<file path="src/rtl/cube_edge_seq.sv">
// Sequences the 12 edges of an oblique-projection cube into a single-line drawer.
// Define CUBE_HIDDEN_EDGE_SKIP_EN to skip the three edges touching hidden vertex V7.
module cube_edge_seq #(
    parameter int XW = 11,
    parameter int YW = 10
) (
    input  logic          clk,
    input  logic          reset,
    input  logic          go,
    input  logic [XW-1:0] x_offset,
    input  logic [YW-1:0] y_offset,
    input  logic [YW-1:0] size,
    input  logic [YW-1:0] depth,
    output logic [XW-1:0] x0,
    output logic [XW-1:0] x1,
    output logic [YW-1:0] y0,
    output logic [YW-1:0] y1,
    output logic          line_start,
    input  logic          line_done,
    output logic [3:0]    edge_idx,
    output logic          busy,
    output logic          frame_done
);

    typedef enum logic [2:0] {
        IDLE,
        LOAD,
        ISSUE,
        WAIT,
        NEXT,
        DONE
    } state_t;

    state_t        r_state;
    logic [XW-1:0] r_vx [8];
    logic [YW-1:0] r_vy [8];

    logic [XW:0]   w_xRightSum;
    logic [XW:0]   w_xLeftBackSum;
    logic [XW:0]   w_xRightBackSum;
    logic [YW:0]   w_yBottomSum;
    logic [XW-1:0] w_xRight;
    logic [XW-1:0] w_xLeftBack;
    logic [XW-1:0] w_xRightBack;
    logic [YW-1:0] w_yBottom;
    logic [YW-1:0] w_yTopBack;
    logic [YW-1:0] w_yBottomBack;

    logic [3:0]    w_nextIdx;
    logic          w_lastEdge;
    logic [3:0]    w_issueIdx;
    logic [2:0]    w_vertA;
    logic [2:0]    w_vertB;

    // First endpoint: front edges start at V(idx), back edges at V(idx), depth edges at V(idx-8)
    function automatic logic [2:0] edgeA(input logic [3:0] idx);
        if (idx < 4'd8) edgeA = idx[2:0];
        else            edgeA = {1'b0, idx[1:0]};
    endfunction

    function automatic logic [2:0] edgeB(input logic [3:0] idx);
        if (idx < 4'd4)      edgeB = {1'b0, idx[1:0] + 2'd1};
        else if (idx < 4'd8) edgeB = {1'b1, idx[1:0] + 2'd1};
        else                 edgeB = {1'b1, idx[1:0]};
    endfunction

    // Sums carry one extra bit so overflow saturates; back-face y clamps at zero
    always_comb begin
        w_xRightSum     = {1'b0, x_offset} + (XW+1)'(size);
        w_xRight        = w_xRightSum[XW] ? '1 : w_xRightSum[XW-1:0];
        w_xLeftBackSum  = {1'b0, x_offset} + (XW+1)'(depth);
        w_xLeftBack     = w_xLeftBackSum[XW] ? '1 : w_xLeftBackSum[XW-1:0];
        w_xRightBackSum = {1'b0, w_xRight} + (XW+1)'(depth);
        w_xRightBack    = w_xRightBackSum[XW] ? '1 : w_xRightBackSum[XW-1:0];
        w_yBottomSum    = {1'b0, y_offset} + {1'b0, size};
        w_yBottom       = w_yBottomSum[YW] ? '1 : w_yBottomSum[YW-1:0];
        w_yTopBack      = (depth > y_offset) ? '0 : y_offset - depth;
        w_yBottomBack   = (depth > w_yBottom) ? '0 : w_yBottom - depth;
    end

    always_comb begin
        w_nextIdx  = edge_idx + 4'd1;
        w_lastEdge = (edge_idx == 4'd11);
`ifdef CUBE_HIDDEN_EDGE_SKIP_EN
        if (edge_idx == 4'd5) w_nextIdx = 4'd8;
        w_lastEdge = (edge_idx == 4'd10);
`endif
        w_issueIdx = (r_state == LOAD) ? 4'd0 : w_nextIdx;
        w_vertA    = edgeA(w_issueIdx);
        w_vertB    = edgeB(w_issueIdx);
    end

    // Single control FSM; every output is a register updated on entry to the state that shows it
    always_ff @(posedge clk) begin
        if (!reset) begin
            r_state    <= IDLE;
            line_start <= 1'b0;
            frame_done <= 1'b0;
            busy       <= 1'b0;
            edge_idx   <= 4'd0;
            x0         <= '0;
            x1         <= '0;
            y0         <= '0;
            y1         <= '0;
        end else begin
            case (r_state)
                IDLE: begin
                    if (go) begin
                        r_vx[0]  <= x_offset;
                        r_vx[1]  <= w_xRight;
                        r_vx[2]  <= w_xRight;
                        r_vx[3]  <= x_offset;
                        r_vx[4]  <= w_xLeftBack;
                        r_vx[5]  <= w_xRightBack;
                        r_vx[6]  <= w_xRightBack;
                        r_vx[7]  <= w_xLeftBack;
                        r_vy[0]  <= y_offset;
                        r_vy[1]  <= y_offset;
                        r_vy[2]  <= w_yBottom;
                        r_vy[3]  <= w_yBottom;
                        r_vy[4]  <= w_yTopBack;
                        r_vy[5]  <= w_yTopBack;
                        r_vy[6]  <= w_yBottomBack;
                        r_vy[7]  <= w_yBottomBack;
                        edge_idx <= 4'd0;
                        busy     <= 1'b1;
                        r_state  <= LOAD;
                    end
                end
                LOAD: begin
                    edge_idx   <= 4'd0;
                    x0         <= r_vx[w_vertA];
                    y0         <= r_vy[w_vertA];
                    x1         <= r_vx[w_vertB];
                    y1         <= r_vy[w_vertB];
                    line_start <= 1'b1;
                    r_state    <= ISSUE;
                end
                ISSUE: begin
                    line_start <= 1'b0;
                    r_state    <= WAIT;
                end
                WAIT: begin
                    if (line_done) r_state <= NEXT;
                end
                NEXT: begin
                    if (w_lastEdge) begin
                        frame_done <= 1'b1;
                        r_state    <= DONE;
                    end else begin
                        edge_idx   <= w_nextIdx;
                        x0         <= r_vx[w_vertA];
                        y0         <= r_vy[w_vertA];
                        x1         <= r_vx[w_vertB];
                        y1         <= r_vy[w_vertB];
                        line_start <= 1'b1;
                        r_state    <= ISSUE;
                    end
                end
                DONE: begin
                    frame_done <= 1'b0;
                    busy       <= 1'b0;
                    r_state    <= IDLE;
                end
                default: r_state <= IDLE;
            endcase
        end
    end

endmodule

</file>
<file path="config.mk">
export PLATFORM = sky130hd
export DESIGN_NAME = cube_edge_seq
export DESIGN_NICKNAME = d
export VERILOG_FILES = /design/src/rtl/cube_edge_seq.sv
export SDC_FILE = /design/constraint.sdc
export NUM_CORES = 1
export LEC_CHECK = 0
export BUFFER_PORTS_ARGS = -buffer_cell sky130_fd_sc_hd__buf_2
export CAP_MARGIN = 40
export CORE_ASPECT_RATIO = 1.2
export CORE_MARGIN = 8
export CORE_UTILIZATION = 40
export DETAILED_ROUTE_END_ITERATION = 6
export GPL_TIMING_DRIVEN = 0
export SKIP_CTS_REPAIR_TIMING = 1
export SLEW_MARGIN = 10
export SYNTH_ARGS = -nofsm -noshare
export SYNTH_HDL_FRONTEND = slang
export SYNTH_SLANG_ARGS = --single-unit
</file>
<file path="constraint.sdc">
create_clock -name clk -period 9.3 [get_ports clk]
set_input_delay 1.86 -clock clk [delete_from_list [all_inputs] [get_ports clk]]
set_output_delay 1.86 -clock clk [all_outputs]
set_load 0.02 [all_outputs]
</file>
Yosys cells after proc, flatten, opt, wreduce, memory -nomap -nowiden
Memory sizes are Yosys's and may differ from the RTL's. Cells that the tools add are included.

Bits in registers: 52. Latch bits: 0. Memory bits (writable): 168. Memory bits (read-only): 0. Bits of input ports: 45. Output and inout bits: 49. Word-level logic and storage cells: 80. Memories: 2.

Add/subtract/negate cells: 8. $mul: 0. Div/mod/pow operators: 0. Order comparisons: 4. Equality and inequality tests: 10. Shifts and indexed selects: 0. Mux-type cells: 35. Bitwise logic cells: 0. Reduce and logical (&&, ||, !) cells: 12.

Memories: r_vx (words 8, width 11, rd ports 2, clocked after memory_dff 0, wr ports 8, RTL line 35) `logic [XW-1:0] r_vx [8];`; r_vy (words 8, width 10, rd ports 2, clocked after memory_dff 0, wr ports 8, RTL line 36) `logic [YW-1:0] r_vy [8];`.

Operator list (number): 11-bit 2-to-1 mux (5); 10-bit 2-to-1 mux (5); 11-bit case mux with 2 select lines (2); 10-bit case mux with 2 select lines (2); 11-bit by 10-bit adder with 12-bit output (3); 10-bit > comparator (2); 10-bit subtractor (2); 3-bit 2-to-1 mux (5); 3-bit case mux with 5 select lines (1); 4-bit 2-to-1 mux (3); 4-bit case mux with 3 select lines (1); 10-bit by 10-bit adder with 11-bit output (1); 2-bit AND reduction (5); 2-bit != test, second input constant (4); 1-bit 2-to-1 mux (7); 3-bit by 2-bit equality test with 1-bit output, second input constant (2); 3-bit equality test, second input constant (2); 2-bit nonzero test (3); 3-bit nonzero test (2); 4-bit by 1-bit adder with 4-bit output, second input constant (1); 4-bit equality test, second input constant (1); 4-bit by 3-bit less-than comparator with 1-bit output, second input constant (1); 4-bit less-than comparator, second input constant (1); 1-bit case mux with 2 select lines (2); other kinds (6) (6).

Longest topological paths before layout
Gate-level depths: netlist of run 1. An unclocked memory read counts as a cell.

Depth in word-level cells: 8. Gate-level depth with buffers: 18. Gate-level depth less buffers: 16.

Worst setup path before layout of run 1
Ideal clock, no wire load.

Path type: in2reg. From: in reset. To: mem r_vx[2][0] (enable). Library setup time: 527 ps. Data arrival time: 5930 ps. Required time: 8773 ps. Path slack: 2843 ps. Stages on the path: 4. Path buffers: 2. Path through: clkbuf_1 -> clkbuf_1 -> nand3_1 -> nor2_1.

RTL lines: start, declared (RTL line 8) `input logic reset,`; end, declared (RTL line 35).

==> metrics, run 1 <==
DRC errors left 0; clk root buf clkbuf_16; post-place setup slack 2.82 ns; total core area 0.0216 mm2; initial antenna violation count 0; Final period util 0.644; GPL Wtd Cong 0.871; syn_nets 979; Post-synth EDFFs 84; Synth top area share 0.289; later-pin clock latency in the skew report 0.41 ns; unrepaired setup endpoints after global routing false; n_diodes 0; Slew @ Worst Pin 0.653 ns; clock network power share 0.357; first-pass GRT wire length 35800 um; Primary FF master, synth edfxtp_1; CTS tree done; Die Footprint 0.0268 mm2; Syn Inst Count 867; Final setup viols 0; worst-path fanout max 10; CP endpoint kind register; Maximum Capacitance Violations 0; Vias 6605; minimum clock period 5.99 ns; Synth Cell Area 0.00872 mm2; Post-Route WL 22000 um; grt ovf 0; Initial Util 0.404; CP arrival 6.15 ns; Worst Path Required 9.46 ns; Row Count 59; io pins 94; layout cells sized above 1 0.177; Die Ht 178 um; slew margin rel. 0.563; fraction of registers with async set/reset 0; Util after Layout 0.471; Pwr Density 187 mW/mm2; port bufs 92; Worst-path clk slew 0.06 ns; Synth Register Bits 136; setup TNS 0 ns; Pleak 0.00433 uW; largest net degree at the start of global routing 35; VDD IR-drop max 134 uV; synth top area cells edfxtp_1 (29%), dfxtp_1 (12%), ha_1 (8.8%); aggregate global-route resource usage 0.171; post-route ant nets 0; CTS max path bufs 2; Yosys cell types 64; Sw Pwr 586 uW; Gate power share 0.257; final setup margin 3.31 ns; wire length per cell 17.4 um; H-Tree Level Count 4; register share of total power 0.386; post-synthesis sequential area ratio 0.409; Highest Clock Rate 0.167 GHz; Final Hold Vio Count 0; vias in the first global route 6759; NumNets Final 1092; drt pass-1 iters 4; Hold Crit Class register to register; status finished, final reports clean; DP HPWL 18300 um; initial DRC count 324; startpoint types primary input; vias per cell 5.21; synthesized area per cell 10.1 um2; CTS Buf Count 17; most frequent cells in the layout nand2_1 (101), buf_2 (101), edfxtp_1 (84), ha_1 (61), nor2_1 (58); net switching fraction of the power 0.309; Pint 1310 uW; WS Path Type primary input to register; Filler cells 2076; Sink Count 136; Final Skew 0.00880 ns; Yosys top cell by area edfxtp_1; Layout Area Growth over Synthesis 16.5%; fin. max-slew vios 0; Syn. warnings 0; die width 151 um; worst hold slack 0.455 ns
power groups by stage:
stage / clock network (uW) / registers [uW] / logic, uW
after global routing: 716 / 738 / 553
after global placement: 0 / 748 / 482
after detailed placement: 0 / 746 / 491
final: 678 / 733 / 488
after floorplan: 0 / 760 / 343
after CTS: 691 / 733 / 493
worst paths after layout:
path,from,to,slack (ns),cells past startpoint
min,y0[9],y0[9],0.45,2
max reg2reg,edge_idx[1],y1[6],6.89,8
min reg2reg,y0[9],y0[9],0.45,2
max,y_offset[0],r_vy[7][4],3.31,19
per-stage QoR:
stage	std cells	area, um2	total power [uW]
finish	1267	10200	1900
global route	1267	10200	2010
CTS	1267	10200	1920
detailed placement	1235	9570	1240
global placement	1233	9520	1230
floorplan	867	8720	1100
metal layers:
layer	part of all wire	track usage	wire, um	up-vias
met5	0	0	0	-
met4	0.019	0.0599	420	0
met3	0.047	0.0319	1040	12
met2	0.46	0.275	10200	131
met1	0.47	0.227	10400	3022
li1	-	-	-	3440
sequential cells by signal (all words and copies together), names as in the netlist:
register,count
busy,1
y1,10
r_vy,40
y0,10
r_state,3
frame_done,1
x0,11
edge_idx,4
r_vx,44
x1,11
line_start,1
critical path, cell delays in order:
cell and delay, ns:
buf_2 0.13, ha_1 0.24, fa_1 0.41, a21o_1 0.19
a21oi_1 0.27, o211ai_1 0.17, a2111oi_0 0.40, or3_1 0.25
buf_4 0.19, nor2b_1 0.17, ha_1 0.21, fa_1 0.20
nor2b_1 0.06, o21ai_0 0.25, a21oi_1 0.14, o41ai_1 0.54
o21a_1 0.21, buf_2 0.20, nor2_1 0.07
logic make-up after synthesis:
group,synth area share
buffers and inverters,0.0350
flip-flops,0.409
XOR/XNOR,0.0322
AO/OA/AOI/OAI,0.173
AND/OR/NAND/NOR,0.156
adder cells (fa/ha/maj),0.101
multiplexers,0.0936
cell usage after synthesis, drive strengths merged, types with 18 or more instances:
library cell  instances
nor2b                29
edfxtp               84
inv                  26
o211ai               23
o21ai                46
xor2                 21
a21oi                35
nand2               101
mux2i                44
clkbuf               21
ha                   61
dfxtp                52
o21a                 18
a211oi               33
nand3                19
nor2                 59
cell type report:
type | count | area [um2] | share of cell area
buffer | 37 | 208 | 0.0204
clock buffer | 18 | 429 | 0.0422
clock inverter | 14 | 163 | 0.0160
inverter | 26 | 97.6 | 0.00961
multi-input combinational | 668 | 4860 | 0.478
sequential | 136 | 3560 | 0.351
tap | 274 | 343 | 0.0337
timing repair buffer | 94 | 500 | 0.0493
Note: power is estimated with default switching activity, not from simulation.
==> run 2, diff against run 1 <==
==> constraint.sdc (replaced) <==
create_clock -name clk -period 5.05 [get_ports clk]
set_input_delay 1.01 -clock clk [delete_from_list [all_inputs] [get_ports clk]]
set_output_delay 1.01 -clock clk [all_outputs]
set_load 0.02 [all_outputs]
==> run 2 against run 1 <==
Compared with the run above:
- total power is 80% higher
- critical path depth stayed put
- via count is 1.2% higher
- register-to-register slack worse by 4.3 ns
- final area hardly changed
- combinational power is 88% higher
- global-route usage is 0.14 points lower
- clock-buffer cell count is 1 lower
- setup slack worse by 3.0 ns
- largest power group unchanged
- highest routed layer is now met5
==> metrics, run 2 (synthesis gave the netlist of run 1 again) <==
CP endpoint kind register; Row Count 59; startpoint types primary input; Worst Path Required 5.21 ns; total core area 0.0216 mm2; GPL Wtd Cong 0.865; Biggest register r_vx; grt ovf 0; VDD IR-drop max 220 uV; most common cell after layout, fill and taps aside nand2_1; cell depth of the worst hold path 2; Post-Route WL 22000 um; Initial Util 0.404; wire length per cell 17.4 um; clk root buf clkbuf_16; post-route ant nets 0; DRC errors left 0; worst-path fanout max 10; io pins 94; fin. max-slew vios 0; CTS tree done; port bufs 92; slew margin rel. 0.467; vias in the first global route 6668; post-route design area 0.0101 mm2; worst reg2reg path endpoint r_vx[7][9]; Die Footprint 0.0268 mm2; DP HPWL 18400 um; Filler cells 2087; layout cells sized above 1 0.181; aggregate global-route resource usage 0.170; NumNets Final 1093; CTS Buf Count 17; Hold Crit Class register to register; Slew @ Worst Pin 0.797 ns; DP Area 0.00957 mm2; Tot Pwr 3420 uW; final setup margin 0.296 ns; worst-case reg-to-reg path depth 6; Post-Place Cells 1235; Sink Count 136; status finished, final reports clean; minimum clock period 4.75 ns; Highest Clock Rate 0.210 GHz; H-Tree Level Count 4; r2r setup slk 2.56 ns; Final Non-Filler Cells 1268; Final Skew 0.0120 ns; Layout Area Growth over Synthesis 16.4%; initial DRC count 229; WS Path Type primary input to register; drt pass-1 iters 4; Pleak 0.00432 uW; largest net degree at the start of global routing 31; CTS max path bufs 2; Maximum Capacitance Violations 0; post-place setup slack -0.562 ns; vias per cell 5.27; CP arrival 4.91 ns; R2R Path Start r_state[0]; most frequent cells in the layout nand2_1 (101), buf_2 (100), edfxtp_1 (84), ha_1 (61), nor2_1 (58); max FFs per register 44; Pwr Density 337 mW/mm2; later-pin clock latency in the skew report 0.42 ns; Final Hold Vio Count 0; Die Ht 178 um; hold path startpoint y0[9]; Worst-path clk slew 0.06 ns; Vias 6686; Final setup viols 0; worst hold slack 0.453 ns; n_diodes 0; biggest regs r_vx (44), r_vy (40); initial antenna violation count 1; Final period util 0.941; Hold Path Sink y0[9]; die width 151 um; first-pass GRT wire length 35400 um
-- run 2: cell count changes in the layout (fill, tap and decap cells not counted), sizes merged --
cell / delta
clkinv: +1
bufinv: -2
clkinvlp: +1
inv: +1
-- run 2: report_power, final --
group | switching [uW] | total [uW] | internal [uW] | leakage, uW
clock network | 515 | 1160 | 646 | 0.000262
registers | 45.7 | 1350 | 1300 | 0.00120
logic | 534 | 916 | 382 | 0.00286
total | 1090 | 3420 | 2330 | 0.00432
-- run 2: worst max-delay path by stage --
stage / cells after the start / to / slack [ns] / start
2_1_floorplan: 18 / r_vy[7][2] / 0.34 / y_offset[0]
3_3_place_gp: 19 / r_vy[7][3] / -0.55 / y_offset[0]
3_5_place_dp: 19 / r_vy[7][5] / -0.56 / y_offset[0]
4_1_cts: 19 / r_vy[7][5] / -0.11 / y_offset[0]
5_1_grt: 19 / r_vy[7][3] / -0.006 / y_offset[0]
6_report: 19 / r_vy[7][2] / 0.30 / y_offset[0]
-- run 2: worst max-delay path, stage by stage --
cell	delay (ns)
buf_2	0.13
ha_1	0.23
fa_1	0.41
a21o_1	0.20
a21oi_2	0.20
o211ai_1	0.15
a2111oi_0	0.36
or3_1	0.25
buf_4	0.19
nor2b_1	0.16
ha_1	0.20
fa_1	0.19
nor2b_1	0.06
o21ai_1	0.17
a21oi_1	0.13
o41ai_2	0.41
o21a_1	0.18
clkbuf_4	0.18
nor3_1	0.07
-- run 2: per-stage QoR --
stage	utilization	TNS (ns)
detailed placement	0.444	-6.21
global route	0.471	-0.00724
global placement	0.442	-41.42
finish	0.471	0
CTS	0.470	-0.878
floorplan	-	0
-- run 2: routing by layer --
layer,GRT usage,part of all wire,up-vias,routed length [um]
met5,0,0.00036,-,8
met4,0.0673,0.025,2,552
met3,0.0240,0.039,24,848
met2,0.270,0.46,141,10100
met1,0.229,0.48,3083,10500
li1,-,-,3436,-
-- run 2: layout make-up --
class,instances,area [um2],area share
Tap cell,274,343,0.0338
Inverter,26,97.6,0.00962
Clock inverter,15,131,0.0129
Timing Repair Buffer,95,508,0.0500
Sequential cell,136,3560,0.351
Multi-Input combinational cell,668,4870,0.480
Buffer,37,210,0.0207
Clock buffer,17,425,0.0419
